==> src/rtl/axi4_xbar_1to2.sv <==
// axi4_xbar_1to2: AXI4 1-master/2-slave crossbar (SRAM on m0, UART on m1) with a local DECERR responder.
module axi4_xbar_1to2 #(
  parameter logic [31:0] SRAM_BASE = 32'h8000_0000,
  parameter logic [31:0] SRAM_MASK = 32'hF800_0000,
  parameter logic [31:0] UART_BASE = 32'h1000_0000,
  parameter logic [31:0] UART_MASK = 32'hFFFF_F000
) (
  input  logic        clock,
  input  logic        reset,
  input  logic        s_awvalid,
  output logic        s_awready,
  input  logic [31:0] s_awaddr,
  input  logic [3:0]  s_awid,
  input  logic [7:0]  s_awlen,
  input  logic [2:0]  s_awsize,
  input  logic [1:0]  s_awburst,
  input  logic        s_wvalid,
  output logic        s_wready,
  input  logic [31:0] s_wdata,
  input  logic [3:0]  s_wstrb,
  input  logic        s_wlast,
  output logic        s_bvalid,
  input  logic        s_bready,
  output logic [1:0]  s_bresp,
  output logic [3:0]  s_bid,
  input  logic        s_arvalid,
  output logic        s_arready,
  input  logic [31:0] s_araddr,
  input  logic [3:0]  s_arid,
  input  logic [7:0]  s_arlen,
  input  logic [2:0]  s_arsize,
  input  logic [1:0]  s_arburst,
  output logic        s_rvalid,
  input  logic        s_rready,
  output logic [1:0]  s_rresp,
  output logic [31:0] s_rdata,
  output logic        s_rlast,
  output logic [3:0]  s_rid,
  output logic        m0_awvalid,
  input  logic        m0_awready,
  output logic [31:0] m0_awaddr,
  output logic [3:0]  m0_awid,
  output logic [7:0]  m0_awlen,
  output logic [2:0]  m0_awsize,
  output logic [1:0]  m0_awburst,
  output logic        m0_wvalid,
  input  logic        m0_wready,
  output logic [31:0] m0_wdata,
  output logic [3:0]  m0_wstrb,
  output logic        m0_wlast,
  input  logic        m0_bvalid,
  output logic        m0_bready,
  input  logic [1:0]  m0_bresp,
  input  logic [3:0]  m0_bid,
  output logic        m0_arvalid,
  input  logic        m0_arready,
  output logic [31:0] m0_araddr,
  output logic [3:0]  m0_arid,
  output logic [7:0]  m0_arlen,
  output logic [2:0]  m0_arsize,
  output logic [1:0]  m0_arburst,
  input  logic        m0_rvalid,
  output logic        m0_rready,
  input  logic [1:0]  m0_rresp,
  input  logic [31:0] m0_rdata,
  input  logic        m0_rlast,
  input  logic [3:0]  m0_rid,
  output logic        m1_awvalid,
  input  logic        m1_awready,
  output logic [31:0] m1_awaddr,
  output logic [3:0]  m1_awid,
  output logic [7:0]  m1_awlen,
  output logic [2:0]  m1_awsize,
  output logic [1:0]  m1_awburst,
  output logic        m1_wvalid,
  input  logic        m1_wready,
  output logic [31:0] m1_wdata,
  output logic [3:0]  m1_wstrb,
  output logic        m1_wlast,
  input  logic        m1_bvalid,
  output logic        m1_bready,
  input  logic [1:0]  m1_bresp,
  input  logic [3:0]  m1_bid,
  output logic        m1_arvalid,
  input  logic        m1_arready,
  output logic [31:0] m1_araddr,
  output logic [3:0]  m1_arid,
  output logic [7:0]  m1_arlen,
  output logic [2:0]  m1_arsize,
  output logic [1:0]  m1_arburst,
  input  logic        m1_rvalid,
  output logic        m1_rready,
  input  logic [1:0]  m1_rresp,
  input  logic [31:0] m1_rdata,
  input  logic        m1_rlast,
  input  logic [3:0]  m1_rid
);
  typedef enum logic [1:0] {R_IDLE, R_ADDR, R_DATA} r_state_t;
  typedef enum logic [1:0] {W_IDLE, W_ADDR, W_DATA, W_RESP} w_state_t;
  r_state_t rs, rs_n;
  w_state_t ws, ws_n;
  logic [31:0] ar_addr, aw_addr;
  logic [3:0]  ar_id, aw_id;
  logic [7:0]  ar_len, aw_len, r_cnt;
  logic [2:0]  ar_size, aw_size;
  logic [1:0]  ar_burst, aw_burst, ar_dec, aw_dec;
  logic        ar_sel, ar_err, aw_sel, aw_err;
  // {err, sel}: the UART window wins where the two windows overlap
  function automatic logic [1:0] decode(input logic [31:0] a);
    return ((a & UART_MASK) == UART_BASE) ? 2'b01 : ((a & SRAM_MASK) == SRAM_BASE) ? 2'b00 : 2'b10;
  endfunction
  assign ar_dec = decode(s_araddr);
  assign aw_dec = decode(s_awaddr);
  always_ff @(posedge clock or negedge reset) begin
    if (!reset) begin
      rs <= R_IDLE;
      ws <= W_IDLE;
      {ar_addr, ar_id, ar_len, ar_size, ar_burst, ar_err, ar_sel} <= '0;
      {aw_addr, aw_id, aw_len, aw_size, aw_burst, aw_err, aw_sel} <= '0;
      r_cnt <= '0;
    end else begin
      rs <= rs_n;
      ws <= ws_n;
      if (s_arvalid && s_arready)
        {ar_addr, ar_id, ar_len, ar_size, ar_burst, ar_err, ar_sel} <= {s_araddr, s_arid, s_arlen, s_arsize, s_arburst, ar_dec};
      if (s_awvalid && s_awready)
        {aw_addr, aw_id, aw_len, aw_size, aw_burst, aw_err, aw_sel} <= {s_awaddr, s_awid, s_awlen, s_awsize, s_awburst, aw_dec};
      r_cnt <= (rs == R_IDLE) ? 8'd0 : (ar_err && s_rvalid && s_rready) ? r_cnt + 8'd1 : r_cnt;
    end
  end
  assign s_arready  = rs == R_IDLE;
  assign m0_arvalid = rs == R_ADDR && !ar_sel;
  assign m1_arvalid = rs == R_ADDR && ar_sel;
  assign {m0_araddr, m0_arid, m0_arlen, m0_arsize, m0_arburst} = {ar_addr, ar_id, ar_len, ar_size, ar_burst};
  assign {m1_araddr, m1_arid, m1_arlen, m1_arsize, m1_arburst} = {ar_addr, ar_id, ar_len, ar_size, ar_burst};
  assign s_rvalid  = rs == R_DATA && (ar_err || (ar_sel ? m1_rvalid : m0_rvalid));
  assign s_rdata   = ar_err ? 32'd0 : ar_sel ? m1_rdata : m0_rdata;
  assign s_rresp   = ar_err ? 2'b11 : ar_sel ? m1_rresp : m0_rresp;
  assign s_rid     = ar_err ? ar_id : ar_sel ? m1_rid : m0_rid;
  assign s_rlast   = ar_err ? r_cnt == ar_len : ar_sel ? m1_rlast : m0_rlast;
  assign m0_rready = rs == R_DATA && !ar_err && !ar_sel && s_rready;
  assign m1_rready = rs == R_DATA && !ar_err && ar_sel && s_rready;
  always_comb begin
    rs_n = rs;
    unique case (rs)
      R_IDLE:  if (s_arvalid) rs_n = ar_dec[1] ? R_DATA : R_ADDR;
      R_ADDR:  if (ar_sel ? m1_arready : m0_arready) rs_n = R_DATA;
      R_DATA:  if (s_rvalid && s_rready && s_rlast) rs_n = R_IDLE;
      default: rs_n = R_IDLE;
    endcase
  end
  assign s_awready  = ws == W_IDLE;
  assign m0_awvalid = ws == W_ADDR && !aw_sel;
  assign m1_awvalid = ws == W_ADDR && aw_sel;
  assign {m0_awaddr, m0_awid, m0_awlen, m0_awsize, m0_awburst} = {aw_addr, aw_id, aw_len, aw_size, aw_burst};
  assign {m1_awaddr, m1_awid, m1_awlen, m1_awsize, m1_awburst} = {aw_addr, aw_id, aw_len, aw_size, aw_burst};
  assign s_wready  = ws == W_DATA && (aw_err || (aw_sel ? m1_wready : m0_wready));
  assign m0_wvalid = ws == W_DATA && !aw_err && !aw_sel && s_wvalid;
  assign m1_wvalid = ws == W_DATA && !aw_err && aw_sel && s_wvalid;
  assign {m0_wdata, m0_wstrb, m0_wlast} = {s_wdata, s_wstrb, s_wlast};
  assign {m1_wdata, m1_wstrb, m1_wlast} = {s_wdata, s_wstrb, s_wlast};
  assign s_bvalid  = ws == W_RESP && (aw_err || (aw_sel ? m1_bvalid : m0_bvalid));
  assign s_bresp   = aw_err ? 2'b11 : aw_sel ? m1_bresp : m0_bresp;
  assign s_bid     = aw_err ? aw_id : aw_sel ? m1_bid : m0_bid;
  assign m0_bready = ws == W_RESP && !aw_err && !aw_sel && s_bready;
  assign m1_bready = ws == W_RESP && !aw_err && aw_sel && s_bready;
  always_comb begin
    ws_n = ws;
    unique case (ws)
      W_IDLE:  if (s_awvalid) ws_n = aw_dec[1] ? W_DATA : W_ADDR;
      W_ADDR:  if (aw_sel ? m1_awready : m0_awready) ws_n = W_DATA;
      W_DATA:  if (s_wvalid && s_wready && s_wlast) ws_n = W_RESP;
      default: if (s_bvalid && s_bready) ws_n = W_IDLE;
    endcase
  end
endmodule

==> config.mk <==
export PLATFORM = sky130hd
export DESIGN_NAME = axi4_xbar_1to2
export DESIGN_NICKNAME = d
export VERILOG_FILES = /design/src/rtl/axi4_xbar_1to2.sv
export SDC_FILE = /design/constraint.sdc
export NUM_CORES = 1
export LEC_CHECK = 0
export CAP_MARGIN = 40
export CORE_AREA = 2 2 226 228
export DETAILED_ROUTE_END_ITERATION = 10
export DIE_AREA = 0 0 228 230
export PLACE_DENSITY_LB_ADDON = 0.3
export SLEW_MARGIN = 20
export SYNTH_ARGS = -nofsm -noshare
export SYNTH_HDL_FRONTEND = slang
export SYNTH_SLANG_ARGS = --single-unit
==> constraint.sdc <==
create_clock -name clock -period 4.5 [get_ports clock]
set_input_delay 0.45 -clock clock [delete_from_list [all_inputs] [get_ports clock]]
set_output_delay 0.45 -clock clock [all_outputs]
set_load 0.02 [all_outputs]
=== Word-level counts from Yosys, hierarchy flattened ===
Index checks and enable logic that the tools add are counted.

* Register bits: 114
* Latch bits: 0
* Bits in writable memories: 0
* Bits in read-only memories: 0
* Input bits: 242
* Word-level logic and storage cells: 112
* Memories kept: 0

* Add/subtract/negate cells: 1
* Multipliers: 0
* Div/mod/pow operators: 0
* $lt $le $gt $ge: 0
* Equal/unequal tests: 16
* Shift-type cells: 0
* Multiplexer cells: 34
* Bitwise logic cells: 0
* Reductions and logical operators: 44

{| class="wikitable"
|+ Operators by type and width
! kind !! count
|-
| 2-to-1 mux 32 bit || 2
|-
| equality test 20 x 17 -> 1 bit (second input constant) || 2
|-
| 2-to-1 mux 2 bit || 17
|-
| logical AND 1 bit || 31
|-
| 2-to-1 mux 4 bit || 4
|-
| 2-to-1 mux 8 bit || 2
|-
| one-hot mux 2 bit (3 select lines) || 2
|-
| equality test 5 bit (second input constant) || 2
|-
| adder 8 x 1 -> 8 bit (second input constant) || 1
|-
| equality test 8 bit || 1
|-
| != test 2 x 1 -> 1 bit (second input constant) || 4
|-
| 2-to-1 mux 1 bit || 7
|-
| equality test 2 bit (second input constant) || 3
|-
| equality test 2 x 1 -> 1 bit (second input constant) || 2
|-
| zero test 1 bit || 4
|-
| zero test 2 bit || 2
|-
| != test 2 bit (second input constant) || 2
|-
| AND reduction 4 bit || 1
|-
| nonzero test 4 bit || 1
|-
| logical OR 1 bit || 3
|-
| AND reduction 3 bit || 1
|-
| nonzero test 2 bit || 1
|}

=== Longest topological paths before layout ===
* Depth in word-level cells: 7
* Mapped depth: 7
* Depth with buffers taken out: 7

=== Least setup slack after synthesis ===
Ideal clock, no wire load.

* Path type: reg-to-output
* Start: register ar_sel
* End: output port m0_rready
* Data arrival time: 1.586 ns
* Data required time: 4.050 ns
* Path slack: 2.464 ns
* Cell stages (with the launch flop): 4
* Cells stage by stage: dfrtp_1 -> buf_1 -> buf_2 -> nor4bb_1

* Cells in the longest elaborated chain, start to end: 3

{| class="wikitable"
|+ Ends and longest elaborated chain
! item !! RTL line !! text
|-
| start, declared || 107 || <nowiki>logic ar_sel, ar_err, aw_sel, aw_err;</nowiki>
|-
| start signal, assigned || 125 || <nowiki>{ar_addr, ar_id, ar_len, ar_size, ar_burst, ar_err, ar_sel} <= {s_araddr, s_arid, s_arlen, s_arsize, s_arburst ...</nowiki>
|-
| zero test 1 bit || 141 || <nowiki>assign m0_rready = rs == R_DATA && !ar_err && !ar_sel && s_rready;</nowiki>
|-
| logical AND 1 bit (2 in series) || 141 ||
|-
| end, declared || 63 || <nowiki>output logic m0_rready,</nowiki>
|}

Every way passes these cells.

=== Worst setup path after layout ===
* Start: register ar_len[6] (netlist: m0_arlen[6])
* End: output port s_rlast

* Cells in the longest elaborated chain, start to end: 2

{| class="wikitable"
|+ Ends and longest elaborated chain
! item !! RTL line !! text
|-
| start, declared || 104 || <nowiki>logic [7:0] ar_len, aw_len, r_cnt;</nowiki>
|-
| start signal, assigned || 125 ||
|-
| equality test 8 bit || 140 || <nowiki>assign s_rlast = ar_err ? r_cnt == ar_len : ar_sel ? m1_rlast : m0_rlast;</nowiki>
|-
| 2-to-1 mux 1 bit || 140 ||
|-
| end, declared || 37 || <nowiki>output logic s_rlast,</nowiki>
|}

Every way passes these cells.

==> flow_metrics.env <==
export IMPL_ys_flop_type="dfrtp_1"
export IMPL_fillers=5472
export IMPL_synth_cells=739
export IMPL_r2r_start="ws[1]$_DFFE_PN0P_"
export IMPL_synth_top_area_share_pct=41.36
export IMPL_grt_pass1_vias=6293
export IMPL_cp_startpoint="m0_arlen[6]$_DFFE_PN0P_"
export IMPL_cp_arrival_ns=2.65
export IMPL_die_h_um=230
export IMPL_drt_initial_drc_count=170
export IMPL_numCtsBuffers=17
export IMPL_crit_type="reg2out"
export IMPL_power_share_sequential_pct=25.1
export IMPL_holdCritPathClass="in2async"
export IMPL_num_rows=82
export IMPL_die_area_um2=52440
export IMPL_grt_max_degree=60
export IMPL_cts_tree="built"
export IMPL_drive_gt1_share_pct=9.798
export IMPL_outcome="complete, no violations"
export IMPL_crit_fanout=4
export IMPL_required_ns=4.05
export IMPL_drt_wl_total_mm=27.26
export IMPL_period_needed_ns=3.103
export IMPL_r2r_end="m0_awaddr[8]$_DFFE_PN0P_"
export IMPL_dpl_hpwl_mm=21.45
export IMPL_fin_nets=1275
export IMPL_antenna_found_initial=2
export IMPL_drc=0
export IMPL_fin_crit_sh_pct=68.96
export IMPL_cts_resized=0
export IMPL_yosysSeqAreaShare_pct=41.36
export IMPL_netlist_area_um2=6897
export IMPL_wire_per_inst_um=15.90
export IMPL_area_delta_synth_final_pct=69.30
export IMPL_placed_cell_area_um2=11050
export IMPL_async_flop_share_pct=100.0
export IMPL_met2_usage_pct=17.05
export IMPL_worstSetupEndpoint="s_rlast"
export IMPL_start_util_pct=13.83
export IMPL_ant_nets=0
export IMPL_relSlewSlack_pct=52.19
export IMPL_fin_tns_setup_ns=0
export IMPL_multi_input_area_um2=2630
export IMPL_viasPerCell=3.534
export IMPL_rsz0062_at_grt="no"
export IMPL_power_leakage_nw=4.682
export IMPL_finClkSkew_ns=0.005797
export IMPL_grtUsageMet1_pct=11.42
export IMPL_h_tree_depth=4
export IMPL_clock_root_buffer="clkbuf_16"
export IMPL_synth_common_cells="buf_4, nand2_1, dfrtp_1"
export IMPL_stdcell_area_um2=11680
export IMPL_clkPwrFrac_pct=17.1
export IMPL_synth_cell_type_count=42
export IMPL_p_sw_share_pct=42.47
export IMPL_drv_cap=0
export IMPL_rrSetupSlack_ns=2.23
export IMPL_cts_sinks=114
export IMPL_die_w_um=228
export IMPL_yosysWarningCount=0
export IMPL_maxSlewViolCount=0
export IMPL_vias=6057
export IMPL_clk_latency_ns=0.46
export IMPL_finalSetupViolCount=0
export IMPL_tightest_slew_ns=0.7171
export IMPL_ios=572
export IMPL_grt_overflow=0
export IMPL_cts_buffer_depth=2
export IMPL_clk_pin_slew_ns=0.06
export IMPL_ff_latch_area_um2=2854
export IMPL_gp_congestion=0.7797
export IMPL_end_kind="primary output"
export IMPL_syn_nets=986
export IMPL_top_usage_layer="met2"
export IMPL_p_int_mw=4.651
export IMPL_p_sw_mw=3.433
export IMPL_yosysMostFrequentCell="buf_4"
export IMPL_p_comb_share_pct=57.8
export IMPL_final_hold_viol_count=0
export IMPL_portBuffers=463
export IMPL_avgSynthCellArea_um2=9.332
export IMPL_synth_largest_area_cell="dfrtp_1"
export IMPL_finalPower_mw=8.085
export IMPL_post_cts_repair_setup_buffers=0
export IMPL_worstSetupStartpointType="flip-flop"
export IMPL_synth_edf_count=0
export IMPL_fin_hold_ws_ns=0.3820
export IMPL_ys_seq_elements=114
export IMPL_core_um2=49860
export IMPL_track_usage_pct=10.39
export IMPL_firstDrtPassIters=4
export IMPL_peakVddDrop_v=0.0003907
export IMPL_fmaxAchievable_mhz=322.2
export IMPL_grt_pass1_wl_mm=40.18
export IMPL_power_density_nw_per_um2=692.4
export IMPL_grtUsageMet3_pct=4.278
export IMPL_synth_area_leaders="dfrtp_1, buf_4, nand2_1, mux2_2, mux2i_1"
export IMPL_ctsHoldBuffers=0
export IMPL_reg2reg_depth=5
## power groups by stage
stage,Sequential (mW),Combinational (mW),Clock (mW)
final,2.03,4.67,1.38
after global routing,2.12,4.93,1.49
after CTS,2.05,4.73,1.46
after detailed placement,2.06,4.72,0
after global placement,2.06,4.70,0
after floorplan,2.38,2.37,0
## registers in the layout (all words and copies together), names as in the netlist, 2 cells and up
register / flops
m0_araddr: 32
m0_arburst: 2
m0_arid: 4
m0_arlen: 8
m0_arsize: 3
m0_awaddr: 32
m0_awburst: 2
m0_awid: 4
m0_awlen: 8
m0_awsize: 3
r_cnt: 8
rs: 2
ws: 2
## how the worst min path moves through the flow
stage,from,end,slack (ns),cells after the start
final,reset,m0_awaddr[29]$_DFFE_PN0P_,0.38,2
after global routing,reset,m0_awaddr[29]$_DFFE_PN0P_,0.35,2
after CTS,reset,m0_awaddr[29]$_DFFE_PN0P_,0.07,1
after detailed placement,m0_araddr[13]$_DFFE_PN0P_,m0_araddr[13]$_DFFE_PN0P_,0.49,2
after global placement,m0_araddr[20]$_DFFE_PN0P_,m0_araddr[20]$_DFFE_PN0P_,0.49,2
after floorplan,reset,ar_err$_DFFE_PN0P_,0.15,0
## layout by cell type (no fill, tap or decap), types with 2 or more instances in the layout
master,instances
a211o_1,5
a21o_1,4
a21oi_1,3
a221oi_1,2
a22o_1,3
and2_1,2
and3_1,4
buf_12,2
buf_4,7
bufinv_16,2
clkbuf_16,17
clkdlybuf4s50_1,462
clkinv_2,3
clkinv_4,3
clkinvlp_4,4
dfrtp_1,113
ha_1,5
inv_1,3
inv_6,3
mux2_2,53
mux2i_1,44
nand2_1,169
nand2_2,2
nand3b_1,3
nand4_1,5
nor2_1,43
nor2b_1,10
nor3_1,6
nor3b_1,3
nor4_1,6
o21a_1,2
o21ai_0,18
xor2_1,11
## cell families (layout without fill, tap and decap cells)
logic type               Yosys count  after routing  synth area share (%)
AO/OA/AOI/OAI                     42             42                 4.100
AND/OR/NAND/NOR                  263            263                 16.42
adder cells (fa/ha/maj)            5              5                0.9071
buffers and inverters            206            508                 20.65
flip-flops                       114            114                 41.36
other                              0              1                     0
XOR/XNOR                          12             12                 1.524
multiplexers                      97             97                 15.04
## per-stage QoR
stage               std cells  utilization, %  setup WS, ns
finish                   1714           23.42         1.397
CTS                      1710           23.32         1.328
global placement         1677           22.14         1.824
global route             1714           23.42         1.213
detailed placement       1678           22.15         1.735
floorplan                 739               -         2.464
## layout make-up
type	count	area share (%)
Antenna cell	1	0.02143
Clock buffer	17	3.643
Clock inverter	15	1.350
Inverter	3	0.09644
Multi-Input combinational cell	419	22.52
Sequential cell	114	24.44
Tap cell	672	7.201
Timing Repair Buffer	473	40.72
## critical path, cell delays in order (launching register included)
cell and delay, ns:
dfrtp_1 0.51, xor2_1 0.20, nor4_1 0.46, nand4_1 0.22
o21ai_0 0.16, clkdlybuf4s50_1 0.65
## layer usage
metal,share of wire [%],vias to the layer above
li1,-,2852
met1,40,2806
met2,47,360
met3,8.7,39
met4,3.5,0
met5,0,-
(Power assumes the default switching activity.)
